## src/rtl/multiword_add_seq_pkg.sv

```systemverilog
// Shared definitions for the byte-serial multi-precision add/subtract sequencer.
package multiword_add_seq_pkg;

    localparam int BYTE_W = 8;

    typedef enum logic [1:0] {
        S_IDLE = 2'd0,
        S_RUN  = 2'd1,
        S_DONE = 2'd2
    } state_t;

endpackage

```

## src/rtl/multiword_add_seq_prefixadder8.sv

```systemverilog
// 8-bit Kogge-Stone prefix adder; carry-in is folded into bit 0's generate term.
module prefixadder8 (
    input  logic [7:0] a,
    input  logic [7:0] b,
    input  logic       cin,
    output logic [7:0] y,
    output logic       cout,
    output logic       zero
);

    logic [7:0] prop;
    logic [7:0] g0, g1, g2, g3;
    logic [7:0] p0, p1, p2;

    always_comb begin
        prop = a ^ b;
        g0   = a & b;
        g0[0] = (a[0] & b[0]) | (prop[0] & cin);
        p0   = prop;
        // Low bits of each level's propagate are padded with ones; their group
        // already reaches bit 0, so the final generate there is settled.
        g1 = g0 | (p0 & (g0 << 1));
        p1 = p0 & ((p0 << 1) | 8'h01);
        g2 = g1 | (p1 & (g1 << 2));
        p2 = p1 & ((p1 << 2) | 8'h03);
        g3 = g2 | (p2 & (g2 << 4));
        y    = prop ^ {g3[6:0], cin};
        cout = g3[7];
        zero = (y == 8'h00);
    end

endmodule

```

## src/rtl/multiword_add_seq.sv

```systemverilog
// Byte-serial NBYTES-wide add/subtract: walks one 8-bit prefix adder LSB byte first,
// chaining the carry, then commits sum, carry-out, signed overflow and zero.
module multiword_add_seq
    import multiword_add_seq_pkg::*;
#(
    parameter int NBYTES = 4
) (
    input  logic                     clk,
    input  logic                     reset,
    input  logic                     start_valid,
    output logic                     start_ready,
    input  logic                     sub,
    input  logic                     cin,
    input  logic [BYTE_W*NBYTES-1:0] a,
    input  logic [BYTE_W*NBYTES-1:0] b,
    output logic                     busy,
    output logic                     done,
    output logic [BYTE_W*NBYTES-1:0] result,
    output logic                     cout,
    output logic                     ovf,
    output logic                     zero,
    output logic [1:0]               fsm_state
);

    localparam int W     = BYTE_W * NBYTES;
    localparam int IDX_W = $clog2(NBYTES);
    localparam logic [IDX_W-1:0] IDX_LAST = IDX_W'(NBYTES - 1);

    // Handshake: a request is taken on a rising edge where start_valid and
    // start_ready are both high; start_ready is high only in IDLE.
    state_t              state, state_next;
    logic [W-1:0]        a_sh, b_sh;
    logic [W-BYTE_W-1:0] partial;
    logic [W-1:0]        combined;
    logic [IDX_W-1:0]    idx;
    logic                carry, zero_acc;
    logic [BYTE_W-1:0]   sum_byte;
    logic                add_cout;
    logic                accept, last;

    prefixadder8 u_adder (
        .a    (a_sh[BYTE_W-1:0]),
        .b    (b_sh[BYTE_W-1:0]),
        .cin  (carry),
        .y    (sum_byte),
        .cout (add_cout),
        .zero ()
    );

    assign accept    = start_valid && (state == S_IDLE);
    assign last      = (idx == IDX_LAST);
    assign combined  = {sum_byte, partial};
    assign fsm_state = state;

    always_ff @(posedge clk) begin
        if (reset) state <= S_IDLE;
        else       state <= state_next;
    end

    always_comb begin
        state_next  = state;
        start_ready = 1'b0;
        busy        = 1'b0;
        done        = 1'b0;
        case (state)
            S_IDLE: begin
                start_ready = 1'b1;
                if (start_valid) state_next = S_RUN;
            end
            S_RUN: begin
                busy = 1'b1;
                if (last) state_next = S_DONE;
            end
            S_DONE: begin
                busy       = 1'b1;
                done       = 1'b1;
                state_next = S_IDLE;
            end
            default: state_next = S_IDLE;
        endcase
    end

    always_ff @(posedge clk) begin
        if (reset) begin
            a_sh     <= '0;
            b_sh     <= '0;
            partial  <= '0;
            idx      <= '0;
            carry    <= 1'b0;
            zero_acc <= 1'b0;
            result   <= '0;
            cout     <= 1'b0;
            ovf      <= 1'b0;
            zero     <= 1'b0;
        end else if (accept) begin
            a_sh     <= a;
            b_sh     <= sub ? ~b : b;
            carry    <= sub ? 1'b1 : cin;
            idx      <= '0;
            zero_acc <= 1'b1;
        end else if (state == S_RUN) begin
            a_sh     <= a_sh >> BYTE_W;
            b_sh     <= b_sh >> BYTE_W;
            partial  <= combined[W-1:BYTE_W];
            carry    <= add_cout;
            zero_acc <= zero_acc & (sum_byte == '0);
            if (last) begin
                // The low bytes of the shift registers now hold the operand MS bytes.
                idx    <= '0;
                result <= combined;
                cout   <= add_cout;
                ovf    <= (a_sh[BYTE_W-1] == b_sh[BYTE_W-1]) && (sum_byte[BYTE_W-1] != a_sh[BYTE_W-1]);
                zero   <= zero_acc & (sum_byte == '0);
            end else begin
                idx <= idx + IDX_W'(1);
            end
        end
    end

endmodule

```

## config.mk

```make
export PLATFORM = sky130hd
export DESIGN_NAME = multiword_add_seq
export DESIGN_NICKNAME = d
export VERILOG_FILES = /design/src/rtl/multiword_add_seq_pkg.sv /design/src/rtl/multiword_add_seq_prefixadder8.sv /design/src/rtl/multiword_add_seq.sv
export SDC_FILE = /design/constraint.sdc
export NUM_CORES = 1
export LEC_CHECK = 0
export CORE_UTILIZATION = 52
export CTS_CLUSTER_SIZE = 30
export DETAILED_ROUTE_END_ITERATION = 10
export PLACE_DENSITY = 0.77
export RECOVER_POWER = 50
export SETUP_SLACK_MARGIN = 0.4
export SLEW_MARGIN = 20
export SYNTH_ARGS = -nofsm -noshare
export SYNTH_HDL_FRONTEND = slang
export SYNTH_SLANG_ARGS = --single-unit
export TNS_END_PERCENT = 50
```

## constraint.sdc

```tcl
create_clock -name clk -period 3.2 [get_ports clk]
set_input_delay 0.32 -clock clk [delete_from_list [all_inputs] [get_ports clk]]
set_output_delay 0.32 -clock clk [all_outputs]
set_load 0.1 [all_outputs]
```

==> results of run 1 <==
==> sequential cells by signal, summed over array words and instances, names as in the netlist <==
name / flops
cout: 1
result: 32
ovf: 1
a_sh: 32
fsm_state: 2
b_sh: 32
zero: 1
partial: 24
carry: 1
zero_acc: 1
idx: 2
==> worst register-to-register path: cells and delay by family (launching register included) <==
| kind | cells | cell delay, ns |
|---|---|---|
| simple gates | 3 | 0.93 |
| fa+ha+maj | 2 | 0.67 |
| flops | 1 | 0.37 |
| compound gates | 2 | 0.27 |
| xor+xnor | 1 | 0.17 |
| buf+inv | 1 | 0.07 |
==> synth_stat cells (all sizes together) <==
cell     count  area [µm²]
o31ai        2        28.8
dfxtp      129        2580
and3         2        12.5
nand2b       3        18.8
nand2       78         293
o21a         3        22.5
o2111ai      1        8.76
a211oi      52         390
a22oi        1        7.51
buf         19        93.8
clkbuf      32         120
a211o        1        8.76
xnor2        4        35.0
nand3b       1        7.51
nand3       19        95.1
a21oi       58         298
nor2b        2        20.0
mux2i       71         711
ha          11         138
nor2        82         308
o21ai        3        15.0
inv          8        30.0
or3          2        12.5
a21o         1        7.51
nand4bb      1        11.3
o21bai       1        7.51
fa           2        40.0
or4          1        11.3
a2bb2oi      1        8.76
nor3         9        45.0
o22ai        1        6.26
xor2        33         289
and2         1        6.26
==> final cells by class <==
| class | instances | area [µm²] |
|---|---|---|
| tap | 136 | 170 |
| sequential | 129 | 2580 |
| timing repair buffer | 115 | 1100 |
| inverter | 8 | 30.0 |
| multi-input combinational | 447 | 2870 |
| clock inverter | 14 | 148 |
| fill | 859 | 3150 |
| clock buffer | 18 | 418 |
==> cells in the final DEF, fill, tap and decap left out, types with 2 or more instances in the layout <==
cell and count:
clkdlybuf4s50_1 103, o21ai_0 3, inv_8 3, nand2b_1 3, inv_1 8, clkinv_4 3
clkbuf_2 3, and3_1 2, or3_1 2, xnor2_1 4, fa_1 2, o21a_1 3
ha_1 11, nor3_1 9, a21oi_1 57, nand2_1 77, clkinvlp_4 3, clkbuf_1 4
mux2i_1 71, clkbuf_16 16, dfxtp_1 128, buf_4 5, inv_6 4, nor2_1 82
xor2_1 33, a211oi_1 52, nand3_1 19
==> cell families after synthesis <==
| kind of cell | count (synthesis) |
|---|---|
| flops | 129 |
| simple gates | 201 |
| fa+ha+maj | 13 |
| xor+xnor | 37 |
| mux | 71 |
| compound gates | 125 |
| buf+inv | 59 |
==> through the flow <==
step / area, µm² / worst slack, ns
2_1_floorplan: 5690 / 0.497
3_3_place_gp: 6790 / 0.761
3_5_place_dp: 6790 / 0.665
4_1_cts: 7350 / 0.658
5_1_grt: 7320 / 0.494
6_report: 7320 / 0.647
==> power by group through the flow <==
stage               combinational, W  clock, W  sequential [W]
finish                      0.000649   0.00184         0.00178
global placement            0.000623         0         0.00181
floorplan                   0.000461         0         0.00179
detailed placement          0.000640         0         0.00181
global route                0.000708   0.00194         0.00179
CTS                         0.000647   0.00186         0.00178
==> path summary, 6_finish.rpt <==
path / from / endpoint / slack [ns] / cells after the start
max: a_sh[0] / zero / 0.65 / 9
min reg2reg: result[7] / result[7] / 0.45 / 2
max reg2reg: a_sh[0] / zero / 0.65 / 9
min: reset / partial[20] / 0.27 / 2
==> metal layers <==
layer  global-route usage  vias to the layer above
met5                    0                        -
met4               0.0714                        0
met3               0.0571                       17
met2                0.421                      139
met1                0.305                     2212
li1                     -                     2362
==> flow_summary.toml, run 1 <==
[clock_tree]
cts_setup_buffers = 0
hold_buffers = 0
clk_latency_ns = 0.52
cts_htree_levels = 4
clk_pin_slew_ns = 0.06
cts_tree = "yes"
clock_sinks = 129
cts_resized = 0
cts_buffer_depth = 2
cts-root-buf = "clkbuf_8"
numCtsBuffers = 17

[global_routing]
globalRouteTotalUtil = 0.245
grt_pass1_vias = 4498
antenna_found_initial = 0
grt.overflow.total = 0
grt_pass1_wl_um = 22000
grt_max_degree = 74

[timing]
period_needed_ns = 2.55
max_slew_margin = 0.00767
slew_viol_final = 0
finalSetupViolCount = 0
fin_worst_skew_ns = 0.00786
fin_crit_sh = 0.798
hold_viol = 0
worst_pin_slew_ns = 1.49
rsz0062_at_grt = "no"
hold_slack_ns = 0.271
fmax_mhz = 392
fin_setup_tns_ns = 0

[detailed_routing]
wl_per_cell_um = 15.3
ant_nets = 0
wl_met2_um = 6610
routed.top_layer = "met4"
dr.pass1.iters = 5
wirelength_um = 13300
m1WireLength_um = 5880
wl_met3_um = 631
drc = 0
viasPerCell = 5.46
vias = 4730
drtIter0Drc = 258

[die]
start_util = 0.544
die-area_mm2 = 0.0114
die_w_um = 107
dieHeight_um = 107
num_io_pins = 109
fp-row-count = 37
coreArea_mm2 = 0.0105

[setup_path]
cp-start-kind = "flip-flop"
critPathRequiredTime_ns = 3.64
crit_top_cell = "fa_1"
crit_buf_inv = 1
arrival_ns = 2.99
cp_cell_sequence = "fa_1, inv_1, fa_1, nor2b_4, o2111ai_1, and3_1, xnor2_1, or4_4, o31ai_4"
cp_top_family = "simple AND/OR/NAND/NOR gates"
worstSetupEndpointType = "flip-flop"
path_max_fanout = 3
path_class = "reg -> reg"
crit_path_top_delay_cell = "or4_4"
slowest_delay_ns = 0.58

[place]
place_inst = 835
io_buffers = 108
gp_congestion = 0.889
place_hpwl_um = 8770

[yosys]
synth_top_family_by_area = "simple AND/OR/NAND/NOR gates"
synthXorXnorAreaFrac = 0.0570
synth.distinct_cells = 38
muxShareOfSynthArea = 0.125
netlist_area_mm2 = 0.00569
seq_area_frac_synth = 0.454
ys.warnings.count = 0
synthSimpleGateAreaFrac = 0.148
synthAdderAreaFrac = 0.0312
syn_area_per_cell_um2 = 8.96
synth-seq-cells = 129
netlist_instances = 635
synth_compound_area_frac = 0.142
synth_nets = 717

[power_and_ir_drop]
vdd_drop_max_v = 0.000324
p_total_w = 0.00427
seq_power_share = 0.417
clkPwrFrac = 0.431
p_comb_frac = 0.152
p_leak_nw = 2.68
power_density_mw_per_mm2 = 584
intPower_w = 0.00305
swShare = 0.285
p_switching_w = 0.00122

[final_layout]
antenna_cells = 0
area_delta_synth_final_pct = 28.6
layout.cells.non_filler = 867
finalCoreUtilization = 0.699
drive_above_1_share = 0.0629
nets = 800

[flow_run]
drv_cap = 0

[hold_path]
min_path_type = "in -> reg"

[run_status]
outcome = "finished, final reports clean"
Power figures use the tool's default switching activity.
==> inputs of run 2 (changes only) <==
- CORE_UTILIZATION: 52 -> 47
- PLACE_DENSITY: 0.77 -> 0.73
- clock period: 3.2 -> 2.3 ns (I/O delays scaled with it)
==> flow_summary.toml, run 2 (synthesis results as in run 1) <==
[detailed_routing]
drc = 7
wirelength_um = 13300
ant_nets = 0
dr.pass1.iters = 8
vias = 4685
viasPerCell = 5.27
drtIter0Drc = 277
wl_per_cell_um = 14.9

[timing]
fin_crit_sh = 1.01
finalSetupViolCount = 2
worst_pin_slew_ns = 1.18
rsz0062_at_grt = "yes"
period_needed_ns = 2.32
fin_worst_skew_ns = 0.00608
max_slew_margin = 0.216
fmax_mhz = 431
slew_viol_final = 0
hold_viol = 0
layout_setup_ws_ns = -0.0181

[place]
gp_congestion = 0.819
place_inst = 853
place_hpwl_um = 8940
placed_area_mm2 = 0.00685
io_buffers = 108

[power_and_ir_drop]
vdd_drop_max_v = 0.000560
p_comb_frac = 0.162
power_density_mw_per_mm2 = 847
p_switching_w = 0.00160
intPower_w = 0.00473
swShare = 0.252
p_leak_nw = 2.77
seq_power_share = 0.391
clkPwrFrac = 0.447

[final_layout]
final_common_cell = "dfxtp_1"
nets = 815
layout.cells.non_filler = 889
drive_above_1_share = 0.122
reg_top3 = "a_sh x32, b_sh x32, result x32"
area_delta_synth_final_pct = 31.3
antenna_cells = 0
final_cell_mix = "dfxtp_1 (124), nor2_1 (81), nand2_1 (76), mux2i_1 (71), clkdlybuf4s50_1 (66)"
design_area_mm2 = 0.00747

[clock_tree]
clk_latency_ns = 0.41
cts_htree_levels = 4
hold_buffers = 0
cts-root-buf = "clkbuf_16"
cts_buffer_depth = 2
numCtsBuffers = 17
cts_tree = "yes"
clk_pin_slew_ns = 0.05
clock_sinks = 129

[setup_path]
path_max_fanout = 2
r2r_end = "zero"
r2r_slack_ns = -0.02
cp-start-kind = "flip-flop"
path_class = "reg -> reg"
rr_startpoint = "carry"
critPathRequiredTime_ns = 2.63
crit_path_start = "carry"
endpoint = "zero"
arrival_ns = 2.65
worstSetupEndpointType = "flip-flop"
rr_worst_depth = 7

[die]
coreArea_mm2 = 0.0116
num_io_pins = 109
die_w_um = 112
fp-row-count = 39
start_util = 0.490
dieHeight_um = 112
die-area_mm2 = 0.0125

[global_routing]
grt_pass1_wl_um = 21700
grt_max_degree = 130
antenna_found_initial = 0
grt_pass1_vias = 4540
grt.overflow.total = 0
globalRouteTotalUtil = 0.219

[hold_path]
min_path_type = "in -> reg"
holdCritStartpoint = "a[31]"

[run_status]
outcome = "finished with violations"
violations = "design-rule violations, negative setup slack"

[flow_run]
drv_cap = 0
## run 2: changes by cell type in the layout (fill, tap and decap cells not counted), sizes merged
| cell | previous run | this run |
|---|---|---|
| clkdlybuf4s50 | 103 | 66 |
| clkbuf | 24 | 56 |
| buf | 6 | 26 |
| inv | 15 | 8 |
| clkinv | 3 | 8 |
| bufinv | 1 | 4 |
| clkinvlp | 3 | 2 |
## run 2: worst min-delay path by stage
stage | to | slack (ns) | depth (start not counted)
final | a_sh[31] | 0.37 | 3
after global routing | a_sh[31] | 0.37 | 3
after CTS | a_sh[31] | 0.36 | 3
after detailed placement | result[2] | 0.44 | 2
after global placement | result[2] | 0.44 | 2
after floorplan | a_sh[24] | 0.37 | 2
## run 2: cell type report
cell class,instances,area [µm²]
fill,987,4140
multi-input combinational,447,2990
sequential,129,2590
timing repair buffer,130,1040
clock buffer,18,450
clock inverter,14,186
tap,143,179
inverter,8,30.0
## run 2: metrics by stage
step / hold slack [ns] / total power [W] / util / setup TNS, ns / setup WS [ns]
after floorplan: 0.366 / 0.00315 / - / 0 / 0.0103
after global placement: 0.443 / 0.00346 / 0.590 / -0.0556 / -0.0383
after detailed placement: 0.445 / 0.00348 / 0.590 / -0.174 / -0.0951
after CTS: 0.356 / 0.00635 / 0.650 / -0.0283 / -0.0283
after global routing: 0.373 / 0.00659 / 0.643 / -0.235 / -0.123
final: 0.365 / 0.00633 / 0.643 / -0.0207 / -0.0181
## run 2: worst max-delay path, stage by stage, from the launching register on
cell	delay, ns
dfxtp_2	0.33
fa_2	0.40
a21oi_2	0.20
o21bai_2	0.10
xor2_1	0.15
or3_1	0.37
or4_4	0.51
o31ai_4	0.17
## run 2: repair_timing
action	in CTS	in global routing
pin swaps	15	12
gates resized for setup	9	13
setup buffers	1	3
setup endpoints to repair	13	38
## run 2: power by group through the flow
stage	clock network [W]	registers [W]	logic (W)
2_1_floorplan	0	0.00249	0.000653
3_3_place_gp	0	0.00251	0.000946
3_5_place_dp	0	0.00252	0.000963
4_1_cts	0.00288	0.00247	0.00100
5_1_grt	0.00298	0.00249	0.00112
6_report	0.00283	0.00247	0.00102
## run 2: layer usage
layer	wire length (µm)	part of all wire	vias up	GRT usage
li1	-	-	2397	-
met1	5820	0.44	2148	0.265
met2	6580	0.50	120	0.378
met3	585	0.044	20	0.0443
met4	276	0.021	0	0.0916
met5	0	0	-	0
